===== config.mk =====
export PLATFORM = sky130hd
export DESIGN_NAME = hazard_scoreboard_flat
export DESIGN_NICKNAME = d
export VERILOG_FILES = /design/src/rtl/hazard_scoreboard_pkg.sv /design/src/rtl/hazard_scoreboard_if.sv /design/src/rtl/hazard_scoreboard_sb_counter.sv /design/src/rtl/hazard_scoreboard.sv /design/src/flat_wrapper.sv
export SDC_FILE = /design/constraint.sdc
export NUM_CORES = 1
export LEC_CHECK = 0
export CORE_MARGIN = 2
export CORE_UTILIZATION = 30
export CTS_CLUSTER_DIAMETER = 80
export CTS_CLUSTER_SIZE = 8
export DETAILED_ROUTE_END_ITERATION = 8
export PLACE_DENSITY = 0.45
export SLEW_MARGIN = 30
export SYNTH_ARGS = -nofsm -noshare
export SYNTH_HDL_FRONTEND = slang
export SYNTH_SLANG_ARGS = --single-unit

===== constraint.sdc =====
create_clock -name clk -period 10.2 [get_ports clk]
set_clock_uncertainty 0.1 [all_clocks]
set_input_delay 1.02 -clock clk [delete_from_list [all_inputs] [get_ports clk]]
set_output_delay 1.02 -clock clk [all_outputs]
set_load 0.01 [all_outputs]

===== src/rtl/hazard_scoreboard_pkg.sv =====
// Shared sizing constants and types for the register-write hazard scoreboard.
package hazard_scoreboard_pkg;

  localparam int NUM_REGS    = 32;
  localparam int REG_ADDR_W  = 5;
  localparam int CNT_W       = 2;
  localparam int STALL_CNT_W = 16;

  typedef logic [REG_ADDR_W-1:0] reg_addr_t;

  typedef enum logic [1:0] {
    REASON_NONE     = 2'b00,
    REASON_LOAD_USE = 2'b01,
    REASON_LONG     = 2'b10,
    REASON_FULL     = 2'b11
  } stall_reason_e;

endpackage


===== src/rtl/hazard_scoreboard_if.sv =====
// Decode / EX-kill / writeback signals seen by the scoreboard, plus its stall and status outputs.
interface hazard_scoreboard_if;
  import hazard_scoreboard_pkg::*;

  logic                   id_valid;
  reg_addr_t              id_rs1;
  reg_addr_t              id_rs2;
  logic                   id_rs1_used;
  logic                   id_rs2_used;
  reg_addr_t              id_rd;
  logic                   id_reg_write;
  logic                   id_is_load;
  logic                   id_is_long;
  logic                   ex_kill;
  logic                   wb_valid;
  logic                   wb_reg_write;
  logic                   wb_is_long;
  reg_addr_t              wb_rd;
  logic                   stall;
  stall_reason_e          stall_reason;
  logic                   busy;
  logic [STALL_CNT_W-1:0] stall_cycles;
  logic                   sb_error;

  modport master (
    output id_valid, id_rs1, id_rs2, id_rs1_used, id_rs2_used, id_rd,
           id_reg_write, id_is_load, id_is_long, ex_kill,
           wb_valid, wb_reg_write, wb_is_long, wb_rd,
    input  stall, stall_reason, busy, stall_cycles, sb_error
  );

  modport slave (
    input  id_valid, id_rs1, id_rs2, id_rs1_used, id_rs2_used, id_rd,
           id_reg_write, id_is_load, id_is_long, ex_kill,
           wb_valid, wb_reg_write, wb_is_long, wb_rd,
    output stall, stall_reason, busy, stall_cycles, sb_error
  );

endinterface


===== src/rtl/hazard_scoreboard_sb_counter.sv =====
// Small outstanding-write counter: one increment and two decrement sources net in a single
// step; going below zero clamps at zero and raises underflow for that cycle.
module sb_counter
  import hazard_scoreboard_pkg::*;
(
  input  logic             clk,
  input  logic             rst,
  input  logic             inc,
  input  logic             dec_a,
  input  logic             dec_b,
  output logic [CNT_W-1:0] count,
  output logic             underflow
);

  logic [CNT_W:0]   up;
  logic [CNT_W:0]   down;
  logic [CNT_W:0]   diff;
  logic [CNT_W-1:0] count_next;

  assign up   = {1'b0, count} + (CNT_W+1)'(inc);
  assign down = (CNT_W+1)'(dec_a) + (CNT_W+1)'(dec_b);
  assign diff = up - down;

  // NOTE: every output of a combinational block gets a default first so no latch is inferred.
  always_comb begin
    underflow  = 1'b0;
    count_next = diff[CNT_W-1:0];
    if (up < down) begin
      underflow  = 1'b1;
      count_next = '0;
    end else if (diff[CNT_W]) begin
      count_next = '1;
    end
  end

  // NOTE: state is updated with non-blocking assignments so all flops sample the same edge.
  always_ff @(posedge clk or posedge rst) begin
    if (rst) count <= '0;
    else     count <= count_next;
  end

endmodule


===== src/rtl/hazard_scoreboard.sv =====
// In-order issue scoreboard: tracks outstanding (and long-latency) writes per register and
// stalls decode on load-use, pending long results, or a saturated per-register counter.
module hazard_scoreboard
  import hazard_scoreboard_pkg::*;
(
  input logic                clk,
  input logic                rst,
  hazard_scoreboard_if.slave bus
);

  logic [NUM_REGS-1:0][CNT_W-1:0] cnt;
  logic [NUM_REGS-1:0][CNT_W-1:0] lcnt;
  logic [NUM_REGS-1:1] inc, linc, wb_dec, wb_ldec, kill_dec, kill_ldec;
  logic [NUM_REGS-1:1] cnt_uf, lcnt_uf;

  logic                   ex_v;
  reg_addr_t              ex_rd;
  logic                   ex_load;
  logic                   ex_long;
  logic                   wb_fire;
  logic                   kill_fire;
  logic                   track_issue;
  logic                   rel_rs1;
  logic                   rel_rs2;
  logic                   dec_on_rd;
  logic                   load_use;
  logic                   long_haz;
  logic                   cnt_full;
  logic                   stall;
  stall_reason_e          reason;
  logic [STALL_CNT_W-1:0] stall_cycles;
  logic                   sb_error;

  assign wb_fire     = bus.wb_valid & bus.wb_reg_write & (bus.wb_rd != '0);
  assign kill_fire   = bus.ex_kill & ex_v;
  assign track_issue = bus.id_valid & ~stall & bus.id_reg_write & (bus.id_rd != '0);

  // A long writeback retiring this cycle releases its readers without an extra bubble.
  assign rel_rs1 = wb_fire & bus.wb_is_long & (bus.wb_rd == bus.id_rs1);
  assign rel_rs2 = wb_fire & bus.wb_is_long & (bus.wb_rd == bus.id_rs2);

  always_comb begin
    load_use  = ex_v & ex_load & ~bus.ex_kill &
                ((bus.id_rs1_used & (bus.id_rs1 == ex_rd)) |
                 (bus.id_rs2_used & (bus.id_rs2 == ex_rd)));
    long_haz  = (bus.id_rs1_used & (lcnt[bus.id_rs1] > CNT_W'(rel_rs1))) |
                (bus.id_rs2_used & (lcnt[bus.id_rs2] > CNT_W'(rel_rs2)));
    dec_on_rd = (wb_fire & (bus.wb_rd == bus.id_rd)) | (kill_fire & (ex_rd == bus.id_rd));
    cnt_full  = bus.id_reg_write & (bus.id_rd != '0) & (cnt[bus.id_rd] == '1) & ~dec_on_rd;
    stall     = bus.id_valid & (load_use | long_haz | cnt_full);
    reason    = REASON_NONE;
    if (stall) begin
      if (load_use)      reason = REASON_LOAD_USE;
      else if (long_haz) reason = REASON_LONG;
      else               reason = REASON_FULL;
    end
  end

  // Register 0 is hardwired and never tracked.
  assign cnt[0]  = '0;
  assign lcnt[0] = '0;

  for (genvar r = 1; r < NUM_REGS; r++) begin : g_reg
    localparam reg_addr_t R = reg_addr_t'(r);

    assign inc[r]       = track_issue & (bus.id_rd == R);
    assign linc[r]      = inc[r] & bus.id_is_long;
    assign wb_dec[r]    = wb_fire & (bus.wb_rd == R);
    assign wb_ldec[r]   = wb_dec[r] & bus.wb_is_long;
    assign kill_dec[r]  = kill_fire & (ex_rd == R);
    assign kill_ldec[r] = kill_dec[r] & ex_long;

    sb_counter u_cnt (
      .clk       (clk),
      .rst       (rst),
      .inc       (inc[r]),
      .dec_a     (wb_dec[r]),
      .dec_b     (kill_dec[r]),
      .count     (cnt[r]),
      .underflow (cnt_uf[r])
    );

    sb_counter u_lcnt (
      .clk       (clk),
      .rst       (rst),
      .inc       (linc[r]),
      .dec_a     (wb_ldec[r]),
      .dec_b     (kill_ldec[r]),
      .count     (lcnt[r]),
      .underflow (lcnt_uf[r])
    );
  end

  always_ff @(posedge clk or posedge rst) begin
    if (rst) begin
      ex_v         <= 1'b0;
      ex_rd        <= '0;
      ex_load      <= 1'b0;
      ex_long      <= 1'b0;
      stall_cycles <= '0;
      sb_error     <= 1'b0;
    end else begin
      ex_v    <= track_issue;
      ex_rd   <= track_issue ? bus.id_rd : '0;
      ex_load <= track_issue & bus.id_is_load;
      ex_long <= track_issue & bus.id_is_long;
      if (stall && (stall_cycles != '1)) stall_cycles <= stall_cycles + STALL_CNT_W'(1);
      sb_error <= sb_error | (|cnt_uf) | (|lcnt_uf);
    end
  end

  assign bus.stall        = stall;
  assign bus.stall_reason = reason;
  assign bus.busy         = |cnt;
  assign bus.stall_cycles = stall_cycles;
  assign bus.sb_error     = sb_error;

endmodule


===== src/flat_wrapper.sv =====
// flat-port wrapper written by rule: the top's interface ports become plain ports
module hazard_scoreboard_flat import hazard_scoreboard_pkg::*;
  (clk, rst, bus_id_valid, bus_id_rs1, bus_id_rs2, bus_id_rs1_used, bus_id_rs2_used, bus_id_rd, bus_id_reg_write, bus_id_is_load, bus_id_is_long, bus_ex_kill, bus_wb_valid, bus_wb_reg_write, bus_wb_is_long, bus_wb_rd, bus_stall, bus_stall_reason, bus_busy, bus_stall_cycles, bus_sb_error);
  hazard_scoreboard_if bus_i ();
  input logic clk;
  input logic rst;
  input wire logic [$bits(bus_i.id_valid)-1:0] bus_id_valid;
  input wire logic [$bits(bus_i.id_rs1)-1:0] bus_id_rs1;
  input wire logic [$bits(bus_i.id_rs2)-1:0] bus_id_rs2;
  input wire logic [$bits(bus_i.id_rs1_used)-1:0] bus_id_rs1_used;
  input wire logic [$bits(bus_i.id_rs2_used)-1:0] bus_id_rs2_used;
  input wire logic [$bits(bus_i.id_rd)-1:0] bus_id_rd;
  input wire logic [$bits(bus_i.id_reg_write)-1:0] bus_id_reg_write;
  input wire logic [$bits(bus_i.id_is_load)-1:0] bus_id_is_load;
  input wire logic [$bits(bus_i.id_is_long)-1:0] bus_id_is_long;
  input wire logic [$bits(bus_i.ex_kill)-1:0] bus_ex_kill;
  input wire logic [$bits(bus_i.wb_valid)-1:0] bus_wb_valid;
  input wire logic [$bits(bus_i.wb_reg_write)-1:0] bus_wb_reg_write;
  input wire logic [$bits(bus_i.wb_is_long)-1:0] bus_wb_is_long;
  input wire logic [$bits(bus_i.wb_rd)-1:0] bus_wb_rd;
  output wire logic [$bits(bus_i.stall)-1:0] bus_stall;
  output wire logic [$bits(bus_i.stall_reason)-1:0] bus_stall_reason;
  output wire logic [$bits(bus_i.busy)-1:0] bus_busy;
  output wire logic [$bits(bus_i.stall_cycles)-1:0] bus_stall_cycles;
  output wire logic [$bits(bus_i.sb_error)-1:0] bus_sb_error;
  assign bus_i.id_valid = bus_id_valid;
  assign bus_i.id_rs1 = bus_id_rs1;
  assign bus_i.id_rs2 = bus_id_rs2;
  assign bus_i.id_rs1_used = bus_id_rs1_used;
  assign bus_i.id_rs2_used = bus_id_rs2_used;
  assign bus_i.id_rd = bus_id_rd;
  assign bus_i.id_reg_write = bus_id_reg_write;
  assign bus_i.id_is_load = bus_id_is_load;
  assign bus_i.id_is_long = bus_id_is_long;
  assign bus_i.ex_kill = bus_ex_kill;
  assign bus_i.wb_valid = bus_wb_valid;
  assign bus_i.wb_reg_write = bus_wb_reg_write;
  assign bus_i.wb_is_long = bus_wb_is_long;
  assign bus_i.wb_rd = bus_wb_rd;
  assign bus_stall = bus_i.stall;
  assign bus_stall_reason = bus_i.stall_reason;
  assign bus_busy = bus_i.busy;
  assign bus_stall_cycles = bus_i.stall_cycles;
  assign bus_sb_error = bus_i.sb_error;
  hazard_scoreboard u_core (.clk(clk), .rst(rst), .bus(bus_i));
endmodule

* Word level (Yosys, flattened, before mapping) *
Cells that the tools add are included.
W data, S select, Z words.

storage, ports and cells
  flip-flop bits (word level) = 149
  output and inout port bits = 21
  word-level logic and storage cells = 845

operators by class
  add/subtract/negate cells = 187
  order comparisons = 67
  eq/ne operators = 101
  mux-type cells = 196
  bitwise gates (word level) = 220
  reductions and logical operators = 6

operators by type and width
  kind                     count
  $mux W2                  129
  $eq A5 B5 Y1 const B     48
  $and A1 B1 Y1            210
  $add A2 B1 Y3            62
  $lt A3 B2 Y1             62
  $sub A3 B2 Y3            62
  $add A1 B1 Y2            62
  $eq A5 B4 Y1 const B     24
  $mux W1                  63
  $reduce_or A31 Y1        2
  $reduce_or A62 Y1        1
  $eq A5 B3 Y1 const B     12
  $bmux W2 S5              3
  $eq A5 B2 Y1 const B     6
  $eq A5 B5 Y1             6
  $lt A5 B6 Y1 const B     3
  $add A16 B1 Y16 const B  1
  $ne A16 B16 Y1 const B   1
  $eq A5 B1 Y1 const B     3
  $reduce_bool A5 Y1       2
  $or A1 B1 Y1             7
  $mux W5                  1
  $gt A2 B1 Y1             2
  $not A1 Y1               3
  other kinds (2)          2

* Longest topological paths before layout *
  word-level depth = 21
  depth in mapped cells = 27
  gate-level depth less buffers = 24

* Hierarchy *
A second synthesis with hierarchy kept.

unflattened totals
  cells, all modules = 1863
  area total of the unflattened synthesis = 17724.5 um^2

by module, submodules not included
  module                                   instances  cells an instance  area an instance (um^2)
  sb_counter (u_core.g_reg[18].u_cnt ...)  45         20                 219.0
  hazard_scoreboard                        1          674                4702.0
  sb_counter (u_core.g_reg[10].u_cnt ...)  17         17                 186.4

* Worst setup path before layout *
Ideal clock, no wire load.

  path kind = input to register
  from = input port bus_id_rs1[0]
  to = register u_core.sb_error (netlist: u_core.bus.sb_error)
  setup time = 0.140 ns
  arrival = 6.545 ns
  data required time = 9.960 ns
  slack = 3.415 ns
  stages = 22
  path buffers = 3
  cell sequence = buf_4 -> buf_1 -> mux4_2 -> mux4_2 -> mux2i_1 -> ha_1 -> nor2_1 -> a22oi_1 -> o31ai_1 -> or3_1 -> or4_4 -> or3_4 -> buf_6 -> nor2_1 -> ha_1 -> inv_1 -> fa_1 -> o31ai_1 -> o2111ai_1 -> or4_1 -> nor4_1 -> nand4_1

between the ends
  word-level cells in the longest chain between the ends = 19

ends and longest elaborated chain
  element                                                         line                                                                    source
  start, declared                                                 flat_wrapper.sv:8                                                       input wire logic [$bits(bus_i.id_rs1)-1:0] bus_id_rs1;
  $bmux W2 S5 or $eq A5 B5 Y1 (tied branches)                     hazard_scoreboard.sv:46, hazard_scoreboard.sv:39
  $mux W2 (not written as such) or $and A1 B1 Y1 (tied branches)  hazard_scoreboard.sv:46, hazard_scoreboard.sv:39
  $gt A2 B1 Y1                                                    hazard_scoreboard.sv:46                                                 long_haz = (bus.id_rs1_used & (lcnt[bus.id_rs1] > CNT_W'(rel_rs1))) |
  $and A1 B1 Y1                                                   hazard_scoreboard.sv:46
  $or A1 B1 Y1                                                    hazard_scoreboard.sv:46
  $or A1 B1 Y1 (*) (2 in series)                                  hazard_scoreboard.sv:50                                                 stall = bus.id_valid & (load_use | long_haz | cnt_full);
  $and A1 B1 Y1 (*)                                               hazard_scoreboard.sv:50
  $not A1 Y1 (*)                                                  hazard_scoreboard.sv:36                                                 assign track_issue = bus.id_valid & ~stall & bus.id_reg_write & (bus.id_rd != '0);
  $and A1 B1 Y1 (*) (3 in series)                                 hazard_scoreboard.sv:36
  $and A1 B1 Y1                                                   hazard_scoreboard.sv:66                                                 assign inc[r] = track_issue & (bus.id_rd == R);
  $add A2 B1 Y3 or $and A1 B1 Y1 (tied branches)                  hazard_scoreboard_sb_counter.sv:20, hazard_scoreboard.sv:67
  $lt A3 B2 Y1 or $add A2 B1 Y3 (tied branches)                   hazard_scoreboard_sb_counter.sv:28, hazard_scoreboard_sb_counter.sv:20
  $mux W1 or $lt A3 B2 Y1 (tied branches)                         hazard_scoreboard_sb_counter.sv:28                                      if (up < down) begin
  $reduce_or A31 Y1 or $mux W1 (tied branches)                    hazard_scoreboard.sv:108, hazard_scoreboard_sb_counter.sv:28
  $or A1 B1 Y1 or $reduce_or A31 Y1 (tied branches)               hazard_scoreboard.sv:108                                                sb_error <= sb_error | (|cnt_uf) | (|lcnt_uf);
  $or A1 B1 Y1 (*)                                                hazard_scoreboard.sv:108
  end signal, assigned                                            hazard_scoreboard.sv:108
  end, declared                                                   hazard_scoreboard.sv:32                                                 logic sb_error;

Mark *: on every way between the ends. The rest lies on a longest branch, timed or not. The select of a mux whose other input is x is not followed.
A chain may end at the register's enable or synchronous reset.

* Worst setup path in the final report *
  from = input port bus_id_rs1[0]
  to = register u_core.sb_error (netlist: u_core.bus.sb_error)

between the ends
  word-level cells in the longest chain between the ends = 19

ends and longest elaborated chain
  element                                                         line                                                                    source
  $bmux W2 S5 or $eq A5 B5 Y1 (tied branches)                     hazard_scoreboard.sv:46, hazard_scoreboard.sv:39
  $mux W2 (not written as such) or $and A1 B1 Y1 (tied branches)  hazard_scoreboard.sv:46, hazard_scoreboard.sv:39
  $gt A2 B1 Y1                                                    hazard_scoreboard.sv:46
  $and A1 B1 Y1                                                   hazard_scoreboard.sv:46
  $or A1 B1 Y1                                                    hazard_scoreboard.sv:46
  $or A1 B1 Y1 (*) (2 in series)                                  hazard_scoreboard.sv:50
  $and A1 B1 Y1 (*)                                               hazard_scoreboard.sv:50
  $not A1 Y1 (*)                                                  hazard_scoreboard.sv:36
  $and A1 B1 Y1 (*) (3 in series)                                 hazard_scoreboard.sv:36
  named net u_core.track_issue                                    hazard_scoreboard.sv:22                                                 logic track_issue;
  $and A1 B1 Y1                                                   hazard_scoreboard.sv:66
  $add A2 B1 Y3 or $and A1 B1 Y1 (tied branches)                  hazard_scoreboard_sb_counter.sv:20, hazard_scoreboard.sv:67
  $lt A3 B2 Y1 or $add A2 B1 Y3 (tied branches)                   hazard_scoreboard_sb_counter.sv:28, hazard_scoreboard_sb_counter.sv:20
  $mux W1 or $lt A3 B2 Y1 (tied branches)                         hazard_scoreboard_sb_counter.sv:28
  $reduce_or A31 Y1 or $mux W1 (tied branches)                    hazard_scoreboard.sv:108, hazard_scoreboard_sb_counter.sv:28
  $or A1 B1 Y1 or $reduce_or A31 Y1 (tied branches)               hazard_scoreboard.sv:108
  $or A1 B1 Y1 (*)                                                hazard_scoreboard.sv:108

The timed path passes the listed nets; every way through them passes the cells marked *. The select of a mux whose other input is x is not followed.

==> out/metrics.csv <==
metric,value,unit
ys flop type,dfrtp_1,
clk_lat worst skew,510,ps
total track usage,21.5,%
Multi-input gate area,0.0121,mm2
maximum clock rate,122,MHz
fin. max-slew vios,0,
share of the synthesized area in the top cell type,21.5,%
Finished Layout Cells,2741,
initial antenna violation count,0,
vias in the first global route,14900,
worst slew pin tran,949,ps
remaining global-route overflow,0,
TritonCTS Buffers,17,
setup bufs post-CTS,0,
Hold Path Cell Cnt,1,
htree depth,4,
core area,0.0574,mm2
Syn Inst Count,1927,
via count,14500,
post-synth top area cell,dfrtp_1,
setup tns final,0,ps
most frequent cells in the layout,"336 x inv_1, 255 x nor2_1, 251 x ha_1, 149 x dfrtp_1, 139 x nand2_1",
First DRT Iteration DRCs,1351,
status,"finished, final reports clean",
cell area after layout,0.0193,mm2
Initial Util,30.2,%
ranking of synthesized cells by area,"dfrtp_1 22%, ha_1 18%, fa_1 14%, inv_1 7.3%, nor2_1 5.5%",
crit-path max FO,23,
Placed Instances,2708,
register area share after synthesis,21.5,%
R2R Setup Slk,3080,ps
hold crit path type,register to register,
RePlAce Congestion,0.907,
DP HPWL,50100,um
crit path DAT,8460,ps
CTS Hold Bufs,0,
syn avg cell area,8.98,um2
"most common cell after layout, fill and taps aside",inv_1,
RSZ-0062 raised after global routing,false,
Fin. Hold Viols,0,
R2R Path Start,u_core.g_reg[4].u_lcnt.count[0]$_DFF_PP0_,
width of the chip,244,um
routed length per instance,22.7,um
DP Area,0.0187,mm2
cell area after synthesis,0.0173,mm2
vias per inst,5.31,
largest net degree at the start of global routing,84,
Post-route DRC,0,
Power Dens Cells,177,mW/mm2
r2r endpoint,u_core.bus.sb_error$_DFF_PP0_,
share of layout cells above drive strength 1,5.62,%
die footprint,0.0596,mm2
VDD IR max,0.160,mV
Layout fillers,5869,
crit path time final,8220,ps
post-synthesis async set-or-reset flop share,100,%
num rows,88,
maximum root-to-sink buffer count,2,
Pleak,8.60,nW
Layout area overhead,11.3,%
Yosys cell types,62,
MaxCap Viol Count,0,
Worst Path Required,10440,ps
min-delay src,u_core.bus.stall_cycles[9]$_DFFE_PP0P_,
Clock transition at path regs,70,ps
Final Cycle Share,80.6,%
top-level I/O count,53,
Final nets,2369,
count of cells resized by post-cts repair,0,
Hold EP,u_core.bus.stall_cycles[9]$_DFFE_PP0P_,
max_slew headroom,36.5,%
grt met3 use,3.93,%
Post-synth EDFFs,0,
final WL,62300,um
Worst Setup End Kind,register,
drt first pass iters,5,
IO Port Bufs,52,
GR peak layer,met2,
R2R depth,23,
Yosys Warn Count,0,
register area,0.00373,mm2
clk sinks,149,
first-pass GRT wire length,94900,um
root buffer cell,clkbuf_16,
CP Launch Type,input pin,
met2 global-route usage,34.9,%
final setup vio count,0,
Seq cells post-synth,149,
CTS tree,built,
Mapped Nets,2334,
WS Path Type,input pin to register,
Die Y-Extent,244,um
Routed Antenna Nets,0,
GR Util met1,29.1,%
-- per-layer routing --
metal,routed length (um),vias up
li1,-,6677
met2,29000,460
met1,28100,7335
met5,0,-
met3,3690,73
met4,1400,0
-- worst max path at each step --
stage / from / endpoint / slack [ps] / depth (start not counted)
after detailed placement: bus_id_rs2[1] / u_core.bus.sb_error$_DFF_PP0_ / 1300 / 25
after global routing: bus_id_rs1[0] / u_core.bus.sb_error$_DFF_PP0_ / 1460 / 26
final: bus_id_rs1[0] / u_core.bus.sb_error$_DFF_PP0_ / 1980 / 26
after floorplan: bus_id_rs1[0] / u_core.bus.sb_error$_DFF_PP0_ / 3420 / 22
after CTS: bus_id_rs2[1] / u_core.bus.sb_error$_DFF_PP0_ / 1870 / 25
after global placement: bus_id_rs2[0] / u_core.bus.sb_error$_DFF_PP0_ / 1290 / 24
-- worst max-delay path, stage by stage --
cell and delay [ps]:
clkdlybuf4s50_1 940, buf_4 320, nor2b_1 90, a22o_1 230, mux4_2 460, mux2i_1 160, ha_1 180, nor2_1 50
a22oi_1 200, o31ai_1 110, or3_1 350, or4_4 570, nor2_4 170, nand2_1 420, buf_4 410, nor2_1 150
ha_1 210, inv_1 70, fa_1 450, or3_1 320, a21oi_1 190, o211ai_1 160, nor4_1 200, o2111ai_1 160
nor4_1 720, nand4_1 140
-- state kept, by name (all words and copies together) (netlist names) --
name / count
u_core.bus.stall_cycles: 16
u_core.g.u_cnt.count: 62
u_core.ex_long: 1
u_core.bus.sb_error: 1
u_core.ex_load: 1
u_core.g.u_lcnt.count: 62
u_core.ex_rd: 5
u_core.ex_v: 1
-- synthesized netlist by cell type, types with 3 or more instances --
cell       instances
a21boi_0          24
a21oi_1           59
a221oi_1          39
a22oi_1            3
a31oi_1            9
and2_1            10
and3_1            11
and4_1             3
buf_1              6
buf_2             12
buf_4              3
buf_6              3
clkbuf_1          33
dfrtp_1          149
fa_1             124
ha_1             251
inv_1            337
mux2_2             7
mux2i_1            9
mux4_2            34
nand2_1          139
nand2b_1           8
nand3_1           30
nand4_1           25
nand4b_1           5
nor2_1           255
nor2b_1           16
nor3_1            19
nor3_2             3
nor3b_1           20
nor4_1            26
o2111ai_1          8
o211ai_1           7
o21ai_0           62
o21ai_2            3
o22ai_1            3
o311a_1           34
o31a_1             4
o31ai_1           27
or3_1              7
or4_1              3
xnor2_1           32
xor2_1            41
-- area by class of cell --
type                    count  share of cell area [%]
multi-input cells        1384                    62.6
flip-flops and latches    149                    19.4
inverters                 337                    6.61
well taps                 765                    4.97
repair buffers             73                    3.44
clock buffers              17                    2.21
clock inverters            15                   0.844
diodes                      1                  0.0130
-- kinds of logic (layout without fill, tap and decap cells) --
| kind of cell | after synthesis | after routing | synth area share (%) |
|---|---|---|---|
| other | 0 | 1 | 0 |
| adder cells (fa/ha/maj) | 375 | 375 | 32.5 |
| multiplexers | 52 | 52 | 5.70 |
| AO/OA/AOI/OAI | 295 | 295 | 12.0 |
| flip-flops | 149 | 149 | 21.5 |
| buffers and inverters | 394 | 442 | 8.83 |
| AND/OR/NAND/NOR | 589 | 589 | 15.8 |
| XOR/XNOR | 73 | 73 | 3.69 |
-- power breakdown --
part           switching, mW  internal [mW]
clock                  0.336          0.346
sequential             0.363          0.799
combinational          0.871          0.702
total                   1.57           1.85
-- per-stage QoR --
step	utilization [%]	setup slack (ps)	hold WS, ps	power [mW]
3_5_place_dp	32.6	1300	387	2.73
4_1_cts	33.6	1870	405	3.43
6_report	33.6	1980	396	3.42
5_1_grt	33.6	1460	422	3.67
3_3_place_gp	32.6	1290	390	2.70
2_1_floorplan	-	3420	415	2.07
Note: power is estimated with default switching activity, not from simulation.
